`src/rtl/dqn_pkg.sv`:
```
// Constants and state encoding shared by the state encoder, the index
// decoder and the control unit of the DQN datapath.
package dqn_pkg;

  localparam int DQN_W        = 16;          // element width, signed Q6.10
  localparam int DQN_FRAC     = 10;          // fractional bits
  localparam logic [15:0] DQN_ONE = 16'h0400; // 1.0 in Q6.10
  localparam int DQN_N_STATES = 9;           // number of states/actions

  // Decoder FSM: wait for start, walk the vector, pulse done.
  typedef enum logic [1:0] {
    ST_IDLE = 2'd0,
    ST_SCAN = 2'd1,
    ST_DONE = 2'd2
  } dqn_state_e;

endpackage

```
`src/rtl/matrix_to_index_module.sv`:
```
// Serial arg-max decoder: captures an N-element Q6.10 vector on start,
// scans one element per clock and reports the 1-based index of the signed
// maximum, the maximum itself and whether the vector was an exact one-hot
// 1.0 encoding.
//
// Handshake: start is a request sampled only in IDLE; the accepting edge
// captures in_vec and raises busy. done is a one-cycle pulse that marks
// idx/max_val/onehot_ok as valid; those hold until the next done. There is
// no backpressure and a start outside IDLE is dropped, not queued.
module matrix_to_index_module
  import dqn_pkg::*;
#(
  parameter int N = DQN_N_STATES,
  parameter int W = DQN_W
) (
  input  logic           clk,
  input  logic           rst,
  input  logic           start,
  input  logic [N*W-1:0] in_vec,
  output logic           busy,
  output logic           done,
  output logic [3:0]     idx,
  output logic [W-1:0]   max_val,
  output logic           onehot_ok
);

  localparam logic [W-1:0] ONE_W  = W'(DQN_ONE);
  localparam logic [3:0]   LAST_P = 4'(N - 1);

  dqn_state_e      state_q, state_d;
  logic [N*W-1:0]  vec_q, vec_d;
  logic [W-1:0]    best_q, best_d;
  logic [3:0]      best_idx_q, best_idx_d;
  logic [3:0]      ptr_q, ptr_d;
  logic [1:0]      ones_cnt_q, ones_cnt_d;
  logic            bad_q, bad_d;
  logic            busy_q, busy_d;
  logic            done_q, done_d;
  logic [3:0]      idx_q, idx_d;
  logic [W-1:0]    max_val_q, max_val_d;
  logic            onehot_ok_q, onehot_ok_d;

  // Scan datapath intermediates
  logic [W-1:0]    elem;
  logic [W-1:0]    elem0;
  logic            take;
  logic [W-1:0]    best_next;
  logic [3:0]      best_idx_next;
  logic [1:0]      ones_next;
  logic            bad_next;

  // Select the element under the scan pointer and fold it into the running
  // maximum and one-hot tracking.
  always_comb begin
    elem = '0;
    for (int k = 0; k < N; k++) begin
      if (ptr_q == 4'(k)) elem = vec_q[k*W +: W];
    end
    elem0 = in_vec[W-1:0];

    // Strict compare: on a tie the earlier (lower) index is kept.
    take          = $signed(elem) > $signed(best_q);
    best_next     = take ? elem : best_q;
    best_idx_next = take ? (ptr_q + 4'd1) : best_idx_q;

    // Count exact 1.0 elements, saturating at 2 ("more than one").
    ones_next = ones_cnt_q;
    if ((elem == ONE_W) && (ones_cnt_q != 2'd2)) ones_next = ones_cnt_q + 2'd1;
    bad_next = bad_q | ((elem != ONE_W) && (elem != '0));
  end

  // Next-state and register-update logic for the decoder FSM.
  always_comb begin
    state_d     = state_q;
    vec_d       = vec_q;
    best_d      = best_q;
    best_idx_d  = best_idx_q;
    ptr_d       = ptr_q;
    ones_cnt_d  = ones_cnt_q;
    bad_d       = bad_q;
    busy_d      = busy_q;
    done_d      = 1'b0;
    idx_d       = idx_q;
    max_val_d   = max_val_q;
    onehot_ok_d = onehot_ok_q;

    case (state_q)
      ST_IDLE: begin
        if (start) begin
          // Element 0 seeds the maximum; the scan continues from element 1.
          vec_d      = in_vec;
          best_d     = elem0;
          best_idx_d = 4'd1;
          ptr_d      = 4'd1;
          ones_cnt_d = (elem0 == ONE_W) ? 2'd1 : 2'd0;
          bad_d      = (elem0 != ONE_W) && (elem0 != '0);
          busy_d     = 1'b1;
          state_d    = ST_SCAN;
        end
      end

      ST_SCAN: begin
        best_d     = best_next;
        best_idx_d = best_idx_next;
        ones_cnt_d = ones_next;
        bad_d      = bad_next;
        ptr_d      = ptr_q + 4'd1;
        if (ptr_q == LAST_P) begin
          // Last element folded in this cycle: publish the result.
          idx_d       = best_idx_next;
          max_val_d   = best_next;
          onehot_ok_d = (ones_next == 2'd1) && !bad_next;
          done_d      = 1'b1;
          busy_d      = 1'b0;
          ptr_d       = 4'd0;
          state_d     = ST_DONE;
        end
      end

      ST_DONE: begin
        state_d = ST_IDLE;
      end

      default: begin
        state_d = ST_IDLE;
        busy_d  = 1'b0;
      end
    endcase
  end

  // State and datapath registers; reset aborts any decode in flight.
  always_ff @(posedge clk or posedge rst) begin
    if (rst) begin
      state_q     <= ST_IDLE;
      vec_q       <= '0;
      best_q      <= '0;
      best_idx_q  <= '0;
      ptr_q       <= '0;
      ones_cnt_q  <= '0;
      bad_q       <= 1'b0;
      busy_q      <= 1'b0;
      done_q      <= 1'b0;
      idx_q       <= '0;
      max_val_q   <= '0;
      onehot_ok_q <= 1'b0;
    end else begin
      state_q     <= state_d;
      vec_q       <= vec_d;
      best_q      <= best_d;
      best_idx_q  <= best_idx_d;
      ptr_q       <= ptr_d;
      ones_cnt_q  <= ones_cnt_d;
      bad_q       <= bad_d;
      busy_q      <= busy_d;
      done_q      <= done_d;
      idx_q       <= idx_d;
      max_val_q   <= max_val_d;
      onehot_ok_q <= onehot_ok_d;
    end
  end

  assign busy      = busy_q;
  assign done      = done_q;
  assign idx       = idx_q;
  assign max_val   = max_val_q;
  assign onehot_ok = onehot_ok_q;

endmodule

```
`config.mk`:
```
export PLATFORM = sky130hd
export DESIGN_NAME = matrix_to_index_module
export DESIGN_NICKNAME = d
export VERILOG_FILES = /design/src/rtl/dqn_pkg.sv /design/src/rtl/matrix_to_index_module.sv
export SDC_FILE = /design/constraint.sdc
export NUM_CORES = 1
export LEC_CHECK = 0
export ABC_AREA = 1
export CAP_MARGIN = 20
export CORE_MARGIN = 3
export CORE_UTILIZATION = 56
export CTS_BUF_LIST = sky130_fd_sc_hd__clkbuf_4 sky130_fd_sc_hd__clkbuf_8
export CTS_CLUSTER_SIZE = 40
export DETAILED_ROUTE_END_ITERATION = 10
export PLACE_DENSITY = 0.92
export SLEW_MARGIN = 10
export SYNTH_ARGS = -nofsm -noshare
export SYNTH_HDL_FRONTEND = slang
export SYNTH_SLANG_ARGS = --single-unit
export TNS_END_PERCENT = 50
```
`constraint.sdc`:
```
create_clock -name clk -period 7.9 [get_ports clk]
set_clock_uncertainty 0.05 [all_clocks]
set_input_delay 1.58 -clock clk [delete_from_list [all_inputs] [get_ports clk]]
set_output_delay 1.58 -clock clk [all_outputs]
set_load 0.03 [all_outputs]
```
==> impl_metrics.env, run 1 <==
export IMPL_grt_use_total_pct=29.3
export IMPL_overflow=0
export IMPL_dpl_cell_count=1733
export IMPL_area_growth_pct=20.8
export IMPL_p_switching_uw=2710
export IMPL_yosys_area_top_type_share_pct=48.0
export IMPL_fmax_ghz=0.180
export IMPL_cts_hold_buf=0
export IMPL_cts_buffer_depth=2
export IMPL_h_tree_depth=4
export IMPL_setup_viol=0
export IMPL_p_seq_share_pct=32.2
export IMPL_power_frac_clock_pct=11.9
export IMPL_ys_warnings_count=0
export IMPL_fin_cells=1766
export IMPL_route_met3_wl_um=2660
export IMPL_power_uw=5500
export IMPL_avgSynthCellArea_um2=7.30
export IMPL_synth_ff_type="dfrtp_1"
export IMPL_drcViolationCount=0
export IMPL_grt_max_degree=136
export IMPL_critical_path_max_stage_delay_ps=720
export IMPL_routed_wl_um=28400
export IMPL_irDropWorstVdd_mv=0.400
export IMPL_ys_top_cells_by_area="dfrtp_1, nand2_1, nand3_1"
export IMPL_crit_arrival_ps=5930
export IMPL_first_pass_iters=7
export IMPL_p_comb_share_pct=55.9
export IMPL_ys_async_sr_fraction_pct=100
export IMPL_p_int_uw=2790
export IMPL_synthesis_area_mm2=0.0102
export IMPL_fin_crit_ps=5560
export IMPL_cts_setup_buffers=0
export IMPL_met2_length_um=13300
export IMPL_start_util_pct=58.0
export IMPL_ctsRootBufferMaster="clkbuf_8"
export IMPL_ys_ff_latch=196
export IMPL_vias=9500
export IMPL_gp_congestion=0.978
export IMPL_crit_buf_inv=6
export IMPL_outcome="finished clean"
export IMPL_grt_pass1_vias=9196
export IMPL_period_share_pct=70.3
export IMPL_numPortBuffers=169
export IMPL_top_layer="met4"
export IMPL_viasPerCell=5.38
export IMPL_clk_pin_slew_worst_paths_ps=100
export IMPL_grt_setup_unrepaired="false"
export IMPL_cp_max_fo=35
export IMPL_place_detailed_hpwl_um=20600
export IMPL_drive_gt1_share_pct=5.65
export IMPL_synth_nets=1567
export IMPL_cts_buffers=17
export IMPL_final_nets=1696
export IMPL_ant_nets=0
export IMPL_powerDensity_mw_per_mm2=446
export IMPL_maxCapViolations=0
export IMPL_rows=48
export IMPL_critPathCaptureType="flop"
export IMPL_antenna_cells=0
export IMPL_fin_tns_setup_ps=0
export IMPL_yosys_area_top_type="dfrtp_1"
export IMPL_core_area_mm2=0.0176
export IMPL_cp_required_ps=8270
export IMPL_io_pins=170
export IMPL_die_h_um=141
export IMPL_dieArea_mm2=0.0199
export IMPL_m1WireLength_um=11600
export IMPL_worst_pin_slew_ps=964
export IMPL_path_class="reg2reg"
export IMPL_dieWidth_um=141
export IMPL_synth_cell_types=45
export IMPL_slew_limit_headroom_pct=35.6
export IMPL_whs_ps=434
export IMPL_syn_instance_count=1399
export IMPL_antenna_found_initial=0
export IMPL_cpMaxStageDelayCell="nand2_1"
export IMPL_cp_cell_sequence="inv_1 -> ha_1 -> inv_1 -> nor3_2 -> inv_2 -> or2_2 -> nand2_1 -> inv_1 -> ha_1 -> nand2_1 -> inv_1 -> nand2_1 -> a31oi_1 -> a2111oi_0 -> nand3_1 -> nand2_1 -> inv_1 -> o21ai_0 -> nand2_1 -> nand3_1"
export IMPL_yosysSeqAreaShare_pct=48.0
export IMPL_cts_tree="done"
export IMPL_startpoint_type="flop"
export IMPL_cellLeakagePower_uw=0.00646
export IMPL_finalHoldViolations=0
export IMPL_min_path_type="reg2reg"
export IMPL_wl_per_cell_um=16.1
export IMPL_grt_pass1_wl_um=46300
export IMPL_crit_family="simple AND/OR/NAND/NOR gates"
export IMPL_cts_sinks=196
export IMPL_clkLatencyLatePin_ps=480
export IMPL_synth_edff_count=0
export IMPL_slew_viol_final=0
export IMPL_p_sw_share_pct=49.2
export IMPL_post_cts_resized=0
export IMPL_dr_first_iter_drc_count=1181
-- sequential cells by signal, indices dropped and copies added (netlist names), 2 cells and up --
register and count:
vec_q 144, best_q 16, ptr_q 4, ones_cnt_q 2, max_val 16, idx 4
state_q 2, best_idx_q 4
-- Yosys cell counts, types with 7 or more instances --
library cell  instances
nand2_1             700
dfrtp_1             196
inv_1               107
nand3_1              87
nor2_1               61
o21ai_0              53
clkbuf_1             34
ha_1                 21
o211ai_1             14
buf_2                13
or2_0                13
inv_2                11
nand2_2               8
or2_2                 8
a21oi_1               7
buf_1                 7
buf_6                 7
-- final timing paths --
kind,from,end,slack (ps),cells after the start
hold / removal,max_val[9]$_DFFE_PP0P_,max_val[9]$_DFFE_PP0P_,430,2
hold reg to reg,max_val[9]$_DFFE_PP0P_,max_val[9]$_DFFE_PP0P_,430,2
setup reg to reg,ptr_q[0]$_DFFE_PP0P_,best_q[11]$_DFFE_PP0P_,2340,20
max in group asynchronous,rst,vec_q[115]$_DFFE_PP0P_,4900,3
setup / recovery,ptr_q[0]$_DFFE_PP0P_,best_q[11]$_DFFE_PP0P_,2340,20
min in group asynchronous,rst,vec_q[20]$_DFFE_PP0P_,1580,2
-- cell families (layout without fill, tap and decap cells) --
logic type	count (synthesis)	after routing	synth area share, %
flip-flops	196	196	48.0
AND/OR/NAND/NOR	907	907	36.6
buffers and inverters	187	329	7.72
adder cells (fa/ha/maj)	21	21	2.57
XOR/XNOR	2	2	0.172
AO/OA/AOI/OAI	86	86	4.90
-- worst reg2reg max path: stages (launching register included) --
cell	delay (ps)
dfrtp_1	450
inv_1	130
ha_1	570
inv_1	120
nor3_2	590
inv_2	400
or2_2	390
nand2_1	110
inv_1	60
ha_1	320
nand2_1	120
inv_1	60
nand2_1	90
a31oi_1	50
a2111oi_0	370
nand3_1	130
nand2_1	720
inv_1	260
o21ai_0	320
nand2_1	110
nand3_1	80
-- cells in the final DEF (no fill, tap or decap), types with 4 or more instances in the layout --
cell,count
a21oi_1,7
nor2_1,61
buf_4,5
inv_2,11
nand2_2,8
nand2_1,700
o211ai_1,14
nand3_2,4
nor4_1,5
dfrtp_1,196
or2_0,13
o21ai_0,53
clkinv_2,4
clkdlybuf4s50_1,169
inv_1,105
ha_1,21
or2_2,8
clkbuf_8,22
nand4_1,5
nand3_1,86
-- routing by layer --
metal	up-vias	GRT usage (%)
met3	76	6.89
li1	4544	-
met1	4393	40.5
met5	-	0
met2	487	45.7
met4	0	10.5
-- area by class of cell --
class	instances	area [um2]
Clock buffer	22	303
Multi-Input combinational cell	1016	4530
Clock inverter	10	95.1
Sequential cell	196	4900
Fill cell	1335	5260
Inverter	122	468
Timing Repair Buffer	175	1760
Tap cell	225	282
-- power by group through the flow --
stage | registers (uW) | logic, uW | clock network [uW]
5_1_grt | 1820 | 3470 | 698
4_1_cts | 1760 | 3020 | 654
3_5_place_dp | 1770 | 2990 | 0
6_report | 1770 | 3080 | 653
2_1_floorplan | 1780 | 2140 | 0
3_3_place_gp | 1760 | 2880 | 0
-- stage by stage --
stage | instance area (um2) | setup slack [ps] | util, %
5_1_grt | 12300 | 1980 | 70.1
3_5_place_dp | 11900 | 2630 | 67.7
3_3_place_gp | 11900 | 2890 | 67.7
2_1_floorplan | 10200 | 929 | -
4_1_cts | 12300 | 2550 | 70.0
6_report | 12300 | 2340 | 70.1
Power figures use the tool's default switching activity.
==> inputs of run 2 (changes only) <==
--- a/config.mk
+++ b/config.mk
@@ -8,11 +8,11 @@
 export ABC_AREA = 1
 export CAP_MARGIN = 20
 export CORE_MARGIN = 3
-export CORE_UTILIZATION = 56
+export CORE_UTILIZATION = 50
 export CTS_BUF_LIST = sky130_fd_sc_hd__clkbuf_4 sky130_fd_sc_hd__clkbuf_8
 export CTS_CLUSTER_SIZE = 40
 export DETAILED_ROUTE_END_ITERATION = 10
-export PLACE_DENSITY = 0.92
+export PLACE_DENSITY = 0.88
 export SLEW_MARGIN = 10
 export SYNTH_ARGS = -nofsm -noshare
 export SYNTH_HDL_FRONTEND = slang
==> constraint.sdc (replaced) <==
create_clock -name clk -period 4.6 [get_ports clk]
set_clock_uncertainty 0.05 [all_clocks]
set_input_delay 0.92 -clock clk [delete_from_list [all_inputs] [get_ports clk]]
set_output_delay 0.92 -clock clk [all_outputs]
set_load 0.03 [all_outputs]
==> run 2 against run 1 <==
Fmax grew 32%. Non-clock buffer count rose by 11. Worst hold slack got worse by 5.5 ps. Global-route usage is 3.2 points lower. Combinational power increased by 75%.
==> impl_metrics.env, run 2 (synthesis gave the netlist of run 1 again) <==
export IMPL_setup_viol=0
export IMPL_crit_buf_inv=7
export IMPL_die_h_um=149
export IMPL_dr_first_iter_drc_count=950
export IMPL_crit_arrival_ps=4570
export IMPL_dpl_cell_count=1782
export IMPL_fin_tns_setup_ps=0
export IMPL_fin_cells=1817
export IMPL_path_class="reg2reg"
export IMPL_cellLeakagePower_uw=0.00652
export IMPL_min_path_type="reg2reg"
export IMPL_maxCapViolations=0
export IMPL_largest_reg_flops=144
export IMPL_fmax_ghz=0.238
export IMPL_drcViolationCount=0
export IMPL_area_growth_pct=22.5
export IMPL_cp_max_fo=24
export IMPL_numPortBuffers=169
export IMPL_r2r_end="max_val[6]$_DFFE_PP0P_"
export IMPL_antenna_found_initial=0
export IMPL_routed_wl_um=28300
export IMPL_rows=51
export IMPL_power_uw=9610
export IMPL_grt_setup_unrepaired="false"
export IMPL_vias=9534
export IMPL_overflow=0
export IMPL_place_detailed_hpwl_um=20900
export IMPL_cp_required_ps=4970
export IMPL_slew_limit_headroom_pct=33.5
export IMPL_cpMostUsedCell="nand2_1"
export IMPL_cpMaxStageDelayCell="dfrtp_1"
export IMPL_worst_pin_slew_ps=998
export IMPL_ff2ff_setup_slack_ps=400
export IMPL_cts_buffers=17
export IMPL_start_util_pct=51.6
export IMPL_cts_tree="done"
export IMPL_mostFrequentLayoutCell="nand2_1"
export IMPL_viasPerCell=5.25
export IMPL_startpoint_type="flop"
export IMPL_core_area_mm2=0.0198
export IMPL_worst_r2r_cell_count=22
export IMPL_first_pass_iters=6
export IMPL_irDropWorstVdd_mv=0.429
export IMPL_finalHoldViolations=0
export IMPL_ant_nets=0
export IMPL_cts_hold_buf=0
export IMPL_crit_family="simple AND/OR/NAND/NOR gates"
export IMPL_cp_cell_sequence="inv_1 -> ha_2 -> buf_4 -> inv_1 -> nor3_2 -> inv_2 -> or2_2 -> nand2_1 -> inv_1 -> ha_1 -> nand2_1 -> inv_1 -> nand2_1 -> a31oi_1 -> a2111oi_1 -> nand3_1 -> nand2_2 -> buf_4 -> nand2_1 -> o21ai_0 -> nand2_1 -> nand2_1"
export IMPL_critPathCaptureType="flop"
export IMPL_slew_viol_final=0
export IMPL_fin_crit_ps=4200
export IMPL_grt_use_total_pct=26.1
export IMPL_grt_pass1_vias=9019
export IMPL_drive_gt1_share_pct=6.51
export IMPL_gp_congestion=0.937
export IMPL_rr_startpoint="ptr_q[0]$_DFFE_PP0P_"
export IMPL_ctsRootBufferMaster="clkbuf_8"
export IMPL_crit_end="max_val[6]$_DFFE_PP0P_"
export IMPL_clk_pin_slew_worst_paths_ps=100
export IMPL_critical_path_max_stage_delay_ps=450
export IMPL_io_pins=170
export IMPL_grt_max_degree=101
export IMPL_critPathLaunch="ptr_q[0]$_DFFE_PP0P_"
export IMPL_top_register="vec_q"
export IMPL_fillCellCount=1713
export IMPL_dieArea_mm2=0.0222
export IMPL_worst_path_stages=22
export IMPL_wl_per_cell_um=15.6
export IMPL_final_nets=1708
export IMPL_cts_sinks=196
export IMPL_period_share_pct=91.3
export IMPL_powerDensity_mw_per_mm2=769
export IMPL_mostFrequentLayoutCells="nand2_1, dfrtp_1, clkdlybuf4s50_1"
export IMPL_cts_buffer_depth=2
export IMPL_dieWidth_um=149
export IMPL_antenna_cells=0
export IMPL_grt_pass1_wl_um=45700
export IMPL_outcome="finished clean"
export IMPL_h_tree_depth=4
export IMPL_clkLatencyLatePin_ps=490
==> run 2: worst min-delay path, cell delays in order (launching register included) <==
cell	delay [ps]
dfrtp_1	340
nand2_1	50
nand2_1	60
==> run 2: worst min path at each step <==
stage | slack (ps) | cells after the start | endpoint | from
4_1_cts | 430 | 2 | vec_q[131]$_DFFE_PP0P_ | vec_q[131]$_DFFE_PP0P_
6_report | 430 | 2 | vec_q[131]$_DFFE_PP0P_ | vec_q[131]$_DFFE_PP0P_
2_1_floorplan | 390 | 2 | vec_q[36]$_DFFE_PP0P_ | vec_q[36]$_DFFE_PP0P_
3_3_place_gp | 410 | 2 | vec_q[90]$_DFFE_PP0P_ | vec_q[90]$_DFFE_PP0P_
5_1_grt | 450 | 2 | vec_q[143]$_DFFE_PP0P_ | vec_q[143]$_DFFE_PP0P_
3_5_place_dp | 410 | 2 | vec_q[131]$_DFFE_PP0P_ | vec_q[131]$_DFFE_PP0P_
==> run 2: per-stage QoR <==
step	cell area [um2]	hold slack, ps	setup WS (ps)	utilization (%)
global route	12500	455	16.7	63.2
floorplan	10200	390	1100	-
detailed placement	12100	413	225	60.9
CTS	12500	435	115	63.0
global placement	12100	407	355	60.9
finish	12500	428	401	63.2
==> run 2: final cells by class <==
type | count | area (um2) | area share [%]
Clock buffer | 20 | 269 | 2.15
Inverter | 122 | 467 | 3.73
Timing Repair Buffer | 186 | 1840 | 14.7
Tap cell | 265 | 332 | 2.65
Sequential cell | 196 | 4900 | 39.2
Multi-Input combinational cell | 1017 | 4550 | 36.4
Clock inverter | 11 | 140 | 1.12
==> run 2: per-layer routing <==
layer | global-route usage, % | part of all wire (%) | vias up | wire [um]
li1 | - | - | 4573 | -
met1 | 37.2 | 43 | 4480 | 12200
met2 | 40.3 | 46 | 435 | 13100
met3 | 5.10 | 8.1 | 46 | 2290
met4 | 8.97 | 2.7 | 0 | 751
met5 | 0 | 0 | - | 0
==> run 2: report_power, final <==
part / internal [uW] / switching, uW / total (uW)
combinational: 1860 / 3530 / 5390
sequential: 2540 / 516 / 3060
clock: 531 / 637 / 1170
==> run 2: repair_timing <==
item / CTS / global route
gates resized for setup: 0 / 4
setup endpoints to repair: 0 / 40
setup buffers: 0 / 3
